--- src/rtl/mdu_pkg.sv ---
// Shared encodings for the multiply/divide unit: operation codes, FSM states
// and small decode helpers used by both the instruction decoder and the unit.
package mdu_pkg;

    typedef enum logic [2:0] {
        MDU_NOP   = 3'd0,
        MDU_MULT  = 3'd1,
        MDU_MULTU = 3'd2,
        MDU_DIV   = 3'd3,
        MDU_DIVU  = 3'd4,
        MDU_MTHI  = 3'd5,
        MDU_MTLO  = 3'd6,
        MDU_RSVD  = 3'd7
    } mdu_op_e;

    typedef enum logic [1:0] {
        ST_IDLE = 2'd0,
        ST_MUL  = 2'd1,
        ST_DIV  = 2'd2,
        ST_FIX  = 2'd3
    } mdu_state_e;

    function automatic logic op_is_mul(input mdu_op_e o);
        return (o == MDU_MULT) || (o == MDU_MULTU);
    endfunction

    function automatic logic op_is_div(input mdu_op_e o);
        return (o == MDU_DIV) || (o == MDU_DIVU);
    endfunction

    function automatic logic op_is_signed(input mdu_op_e o);
        return (o == MDU_MULT) || (o == MDU_DIV);
    endfunction

endpackage

--- src/rtl/div_core.sv ---
// Radix-2 restoring divider on unsigned magnitudes: load captures the
// operands, each step retires one quotient bit, MSB first.
module div_core #(
    parameter int WIDTH = 32
) (
    input  logic             clk,
    input  logic             resetn,
    input  logic             load,
    input  logic             step,
    input  logic [WIDTH-1:0] dividend,
    input  logic [WIDTH-1:0] divisor,
    output logic [WIDTH-1:0] quotient,
    output logic [WIDTH-1:0] remainder
);

    logic [WIDTH-1:0] quo_reg;
    logic [WIDTH-1:0] rem_reg;
    logic [WIDTH-1:0] dvs_reg;
    logic [WIDTH:0]   trial;

    // Partial remainder stays below the divisor, so bit WIDTH of the trial
    // difference is a clean borrow flag.
    assign trial = {rem_reg, quo_reg[WIDTH-1]} - {1'b0, dvs_reg};

    always_ff @(posedge clk or negedge resetn) begin
        if (!resetn) begin
            quo_reg <= '0;
            rem_reg <= '0;
            dvs_reg <= '0;
        end else if (load) begin
            quo_reg <= dividend;
            rem_reg <= '0;
            dvs_reg <= divisor;
        end else if (step) begin
            if (!trial[WIDTH]) begin
                rem_reg <= trial[WIDTH-1:0];
                quo_reg <= {quo_reg[WIDTH-2:0], 1'b1};
            end else begin
                rem_reg <= {rem_reg[WIDTH-2:0], quo_reg[WIDTH-1]};
                quo_reg <= {quo_reg[WIDTH-2:0], 1'b0};
            end
        end
    end

    assign quotient  = quo_reg;
    assign remainder = rem_reg;

endmodule

--- src/rtl/mul_div_unit.sv ---
// Iterative HI/LO multiply/divide unit: WIDTH-cycle shift-add multiply and
// restoring divide on magnitudes, followed by a one-cycle sign fix-up.
module mul_div_unit
    import mdu_pkg::*;
#(
    parameter int WIDTH = 32
) (
    input  logic             clk,
    input  logic             resetn,
    input  logic             start,
    input  logic [2:0]       op,
    input  logic             flush,
    input  logic [WIDTH-1:0] a,
    input  logic [WIDTH-1:0] b,
    output logic             busy,
    output logic             done,
    output logic             div_by_zero,
    output logic [WIDTH-1:0] hi,
    output logic [WIDTH-1:0] lo
);

    localparam int CW = $clog2(WIDTH) + 1;
    localparam logic [CW-1:0] LAST = CW'(WIDTH - 1);

    mdu_state_e         state_reg;
    logic [CW-1:0]      cnt_reg;
    logic               busy_reg;
    logic               done_reg;
    logic               dbz_reg;
    logic [WIDTH-1:0]   hi_reg;
    logic [WIDTH-1:0]   lo_reg;
    logic [WIDTH-1:0]   ma_reg;
    logic [2*WIDTH-1:0] prod_reg;
    logic               neg_reg;
    logic               rneg_reg;
    logic               bzero_reg;
    logic               is_div_reg;

    mdu_op_e            op_e;
    logic               op_signed;
    logic               a_neg;
    logic               b_neg;
    logic [WIDTH-1:0]   a_mag;
    logic [WIDTH-1:0]   b_mag;
    logic               accept;
    logic               div_load;
    logic               div_step;
    logic [WIDTH-1:0]   mul_addend;
    logic [WIDTH:0]     mul_sum;
    logic [2*WIDTH-1:0] prod_fix;
    logic [WIDTH-1:0]   quo_mag;
    logic [WIDTH-1:0]   rem_mag;
    logic [WIDTH-1:0]   quo_fix;
    logic [WIDTH-1:0]   rem_fix;

    assign op_e      = mdu_op_e'(op);
    assign op_signed = op_is_signed(op_e);
    assign a_neg     = op_signed & a[WIDTH-1];
    assign b_neg     = op_signed & b[WIDTH-1];
    // The most-negative value maps onto itself, which is its correct unsigned magnitude.
    assign a_mag     = a_neg ? -a : a;
    assign b_mag     = b_neg ? -b : b;

    assign accept    = (state_reg == ST_IDLE) && start && !flush;
    assign div_load  = accept && op_is_div(op_e);
    assign div_step  = (state_reg == ST_DIV) && !flush;

    // Shift-add: upper half accumulates the multiplicand, lower half shifts out multiplier bits.
    assign mul_addend = prod_reg[0] ? ma_reg : '0;
    assign mul_sum    = {1'b0, prod_reg[2*WIDTH-1:WIDTH]} + {1'b0, mul_addend};

    assign prod_fix = neg_reg  ? -prod_reg : prod_reg;
    assign quo_fix  = neg_reg  ? -quo_mag  : quo_mag;
    assign rem_fix  = rneg_reg ? -rem_mag  : rem_mag;

    div_core #(
        .WIDTH(WIDTH)
    ) u_div_core (
        .clk      (clk),
        .resetn   (resetn),
        .load     (div_load),
        .step     (div_step),
        .dividend (a_mag),
        .divisor  (b_mag),
        .quotient (quo_mag),
        .remainder(rem_mag)
    );

    always_ff @(posedge clk or negedge resetn) begin
        if (!resetn) begin
            state_reg  <= ST_IDLE;
            cnt_reg    <= '0;
            busy_reg   <= 1'b0;
            done_reg   <= 1'b0;
            dbz_reg    <= 1'b0;
            hi_reg     <= '0;
            lo_reg     <= '0;
            ma_reg     <= '0;
            prod_reg   <= '0;
            neg_reg    <= 1'b0;
            rneg_reg   <= 1'b0;
            bzero_reg  <= 1'b0;
            is_div_reg <= 1'b0;
        end else begin
            done_reg <= 1'b0;
            dbz_reg  <= 1'b0;
            case (state_reg)
                ST_IDLE: begin
                    if (accept) begin
                        case (op_e)
                            MDU_MULT, MDU_MULTU: begin
                                ma_reg     <= a_mag;
                                prod_reg   <= {{WIDTH{1'b0}}, b_mag};
                                neg_reg    <= a_neg ^ b_neg;
                                cnt_reg    <= '0;
                                is_div_reg <= 1'b0;
                                busy_reg   <= 1'b1;
                                state_reg  <= ST_MUL;
                            end
                            MDU_DIV, MDU_DIVU: begin
                                neg_reg    <= a_neg ^ b_neg;
                                rneg_reg   <= a_neg;
                                bzero_reg  <= (b == '0);
                                cnt_reg    <= '0;
                                is_div_reg <= 1'b1;
                                busy_reg   <= 1'b1;
                                state_reg  <= ST_DIV;
                            end
                            MDU_MTHI: hi_reg <= a;
                            MDU_MTLO: lo_reg <= a;
                            default: ;
                        endcase
                    end
                end
                ST_MUL: begin
                    if (flush) begin
                        busy_reg  <= 1'b0;
                        state_reg <= ST_IDLE;
                    end else begin
                        prod_reg <= {mul_sum, prod_reg[WIDTH-1:1]};
                        cnt_reg  <= cnt_reg + CW'(1);
                        if (cnt_reg == LAST) begin
                            state_reg <= ST_FIX;
                        end
                    end
                end
                ST_DIV: begin
                    if (flush) begin
                        busy_reg  <= 1'b0;
                        state_reg <= ST_IDLE;
                    end else begin
                        cnt_reg <= cnt_reg + CW'(1);
                        if (cnt_reg == LAST) begin
                            state_reg <= ST_FIX;
                        end
                    end
                end
                ST_FIX: begin
                    busy_reg  <= 1'b0;
                    state_reg <= ST_IDLE;
                    if (!flush) begin
                        done_reg <= 1'b1;
                        if (!is_div_reg) begin
                            {hi_reg, lo_reg} <= prod_fix;
                        end else if (bzero_reg) begin
                            dbz_reg <= 1'b1;
                        end else begin
                            hi_reg <= rem_fix;
                            lo_reg <= quo_fix;
                        end
                    end
                end
                default: begin
                    busy_reg  <= 1'b0;
                    state_reg <= ST_IDLE;
                end
            endcase
        end
    end

    assign busy        = busy_reg;
    assign done        = done_reg;
    assign div_by_zero = dbz_reg;
    assign hi          = hi_reg;
    assign lo          = lo_reg;

endmodule

--- config.mk ---
export PLATFORM = sky130hd
export DESIGN_NAME = mul_div_unit
export DESIGN_NICKNAME = d
export VERILOG_FILES = /design/src/rtl/mdu_pkg.sv /design/src/rtl/div_core.sv /design/src/rtl/mul_div_unit.sv
export SDC_FILE = /design/constraint.sdc
export NUM_CORES = 1
export LEC_CHECK = 0
export ABC_AREA = 1
export BUFFER_PORTS_ARGS = -buffer_cell sky130_fd_sc_hd__buf_2
export CAP_MARGIN = 40
export CORE_UTILIZATION = 35
export DETAILED_ROUTE_END_ITERATION = 12
export PLACE_DENSITY_LB_ADDON = 0.08
export SKIP_LAST_GASP = 1
export SLEW_MARGIN = 5
export SYNTH_ARGS = -nofsm -noshare
export SYNTH_HDL_FRONTEND = slang
export SYNTH_HIERARCHICAL = 1
export SYNTH_SLANG_ARGS = --single-unit
--- constraint.sdc ---
create_clock -name clk -period 7.8 [get_ports clk]
set_input_delay 2.34 -clock clk [delete_from_list [all_inputs] [get_ports clk]]
set_output_delay 2.34 -clock clk [all_outputs]
set_load 0.03 [all_outputs]
==> impl_results.md <==
- Run status: finished, final reports clean
- CTS tree: yes
- I/O pin cnt: 138
- Post-synthesis register bit count: 271
- Non-Filler Instances: 4638
- Worst Path Arrival: 5.78 ns
- Wire length on met1: 45.2 mm
- First-pass GRT wire length: 145 mm
- Core box area: 64700 sq um
- Synth area leaders: dfrtp_1, nand2_1, inv_1
- Worst-margin pin slew: 0.923 ns
- Slew headroom: 37.8%
- Post-synth top area cell: dfrtp_1
- Dpl cells: 4576
- Register area share after synthesis: 29.5%
- Clock root cell: clkbuf_16
- Cell Int Power: 5160 uW
- Syn_nets: 3827
- Nature of the critical path endpoint: register
- PD cells: 458 nW/um^2
- Starting Density: 35.6%
- Design area: 25500 sq um
- CTS max path bufs: 3
- Drt first pass iters: 6
- DP Area: 24400 sq um
- # nets final: 3906
- RSZ-0062 raised after global routing: false
- Post-synth EDFFs: 0
- RD Place Congestion: 0.968
- Antenna Nets Post-Route: 0
- Postcts setup bufs: 0
- Cell Area, Synth: 23000 sq um
- Final WL: 98.9 mm
- Clock power frac: 14.1%
- Min Clock Period, post-route: 5.31 ns
- Post-Syn Area per Cell: 6.25 sq um
- DR iter-0 viols: 2327
- Initial antenna violation count: 7
- Clock Latency Late Sink: 0.57 ns
- Worst Hold Class: reg2reg
- Flop pwr share: 23.4%
- Total Power: 11700 uW
- Total CTS buffers: 35
- Main flop type after synthesis: dfrtp_1
- Clk sink count: 271
- Met3 wire len: 7.66 mm
- Count leader, synth: nand2_1
- Power share of the combinational group: 62.5%
- Die height: 258 microns
- Distinct cells, synth: 64
- Setup_tns: 0 ns
- Max_cap viols: 0
- WS Path Type: in2reg
- Psw: 6520 uW
- Leak: 0.0130 uW
- Fmax: 188 MHz
- H-tree Lvls: 2
- I/O Buffers: 137
- Max-slew violations: 0
- Vias per std cell: 5.30
- Async set or reset register ratio after synthesis: 100%
- Pin count of the biggest net entering global routing: 108
- Post-synth top area share: 29.5%
- DRC Markers: 0
- Max reg flops: 64
- Final Setup Violations: 0
- Area growth from synthesis to layout: 10.8%
- Total global routing track utilization: 29.2%
- Post-CTS resize count: 0
- Row Count: 93
- Gate Count Post-Synth: 3679
- Congestion Overflow GR: 0
- Fin. Hold Viols: 0
- CP Max Fanout: 38
- Vias in the first global route: 23000
- Max Clock Skew: 0.0343 ns
- R2R Setup Slk: 3.56 ns
- Startpoint type of the worst setup path: input port
- Share of layout cells above drive strength 1: 8.91%
- Peak VDD IR: 0.240 mV
- Worst EP required: 8.27 ns
- Hpwl dp: 79.5 mm
- Commonest cells in the netlist: nand2_1, inv_1, nor2_1, nand3_1, dfrtp_1
- Die area: 66800 sq um
- Uppermost layer routed: met5
- Met2 wire length: 41.6 mm
- Hold buffers post-CTS: 0
- Fin crit share: 68.0%
- Die X: 258 microns
- Yosys Warn Count: 6
- Hold WS: 0.478 ns
- Clk slew on worst S/H paths: 0.06 ns
- Vias: 24600
- DR WL/cell: 21.3 microns
- Net Sw Frac: 55.8%
[per-layer routing]
| metal | track usage (%) | up-vias |
|---|---|---|
| met5 | 0 | - |
| li1 | - | 11900 |
| met4 | 12.2 | 12 |
| met2 | 43.3 | 859 |
| met3 | 6.46 | 172 |
| met1 | 40.7 | 11600 |
[cells by family after synthesis]
| kind of cell | after synthesis | share of synthesized area [%] |
|---|---|---|
| simple gates | 2106 | 38.6 |
| buf+inv | 615 | 10.6 |
| compound gates | 535 | 14.2 |
| flops | 271 | 29.5 |
| fa+ha+maj | 77 | 4.25 |
| xor+xnor | 74 | 2.85 |
| mux | 1 | 0.0489 |
[placed cells by master, fill, tap and decap left out, types with 36 or more instances in the layout]
cell type  instances
ha_1              74
nor3_1            36
nor2_1           418
inv_1            482
nand4_1           53
dfrtp_1          269
o21ai_0          207
nand2_1         1205
nand3_1          279
xor2_1            53
o221ai_1          37
buf_2            137
clkbuf_16         36
a21oi_1          135
[power groups by stage]
stage / Clock, uW / Sequential [uW] / Combinational [uW]
global route: 1720 / 2810 / 8060
floorplan: 0 / 2740 / 4810
CTS: 1670 / 2720 / 7220
global placement: 0 / 2740 / 7190
finish: 1650 / 2740 / 7300
detailed placement: 0 / 2740 / 7190
[final timing paths]
path	depth (start not counted)	to	startpoint
min in group asynchronous	1	ma_reg[28]	resetn
min	2	ma_reg[1]	ma_reg[1]
min reg2reg	2	ma_reg[1]	ma_reg[1]
max	13	prod_reg[18]	op[0]
max in group asynchronous	2	u_div_core/dvs_reg[9]	resetn
max reg2reg	11	prod_reg[18]	state_reg[0]
[worst max-delay path, cell delays in order]
cell and delay (ns):
buf_2 0.12, inv_1 0.07, nand2_1 0.06, nand2_1 0.06, nand2_1 0.08, nor2_4 0.68
inv_2 0.58, o31ai_4 0.29, buf_4 0.34, inv_4 0.18, nor2_4 0.65, nand2_1 0.18
o221ai_1 0.11
[area by class of cell]
| type | count | area, sq um |
|---|---|---|
| Clock inverter | 10 | 98.8 |
| Sequential cell | 271 | 6780 |
| Multi-Input combinational cell | 2793 | 13800 |
| Inverter | 503 | 1890 |
| Clock buffer | 51 | 1030 |
| Antenna cell | 1 | 2.50 |
| Tap cell | 855 | 1070 |
| Timing Repair Buffer | 154 | 833 |
| Fill cell | 7317 | 39200 |
[stage by stage]
| step | utilization (%) | setup slack [ns] |
|---|---|---|
| 2_1_floorplan | - | 3.66 |
| 3_3_place_gp | 37.7 | 2.04 |
| 3_5_place_dp | 37.7 | 2.01 |
| 4_1_cts | 39.4 | 2.60 |
| 5_1_grt | 39.4 | 2.34 |
| 6_report | 39.4 | 2.49 |
Note: power is estimated with default switching activity, not from simulation.
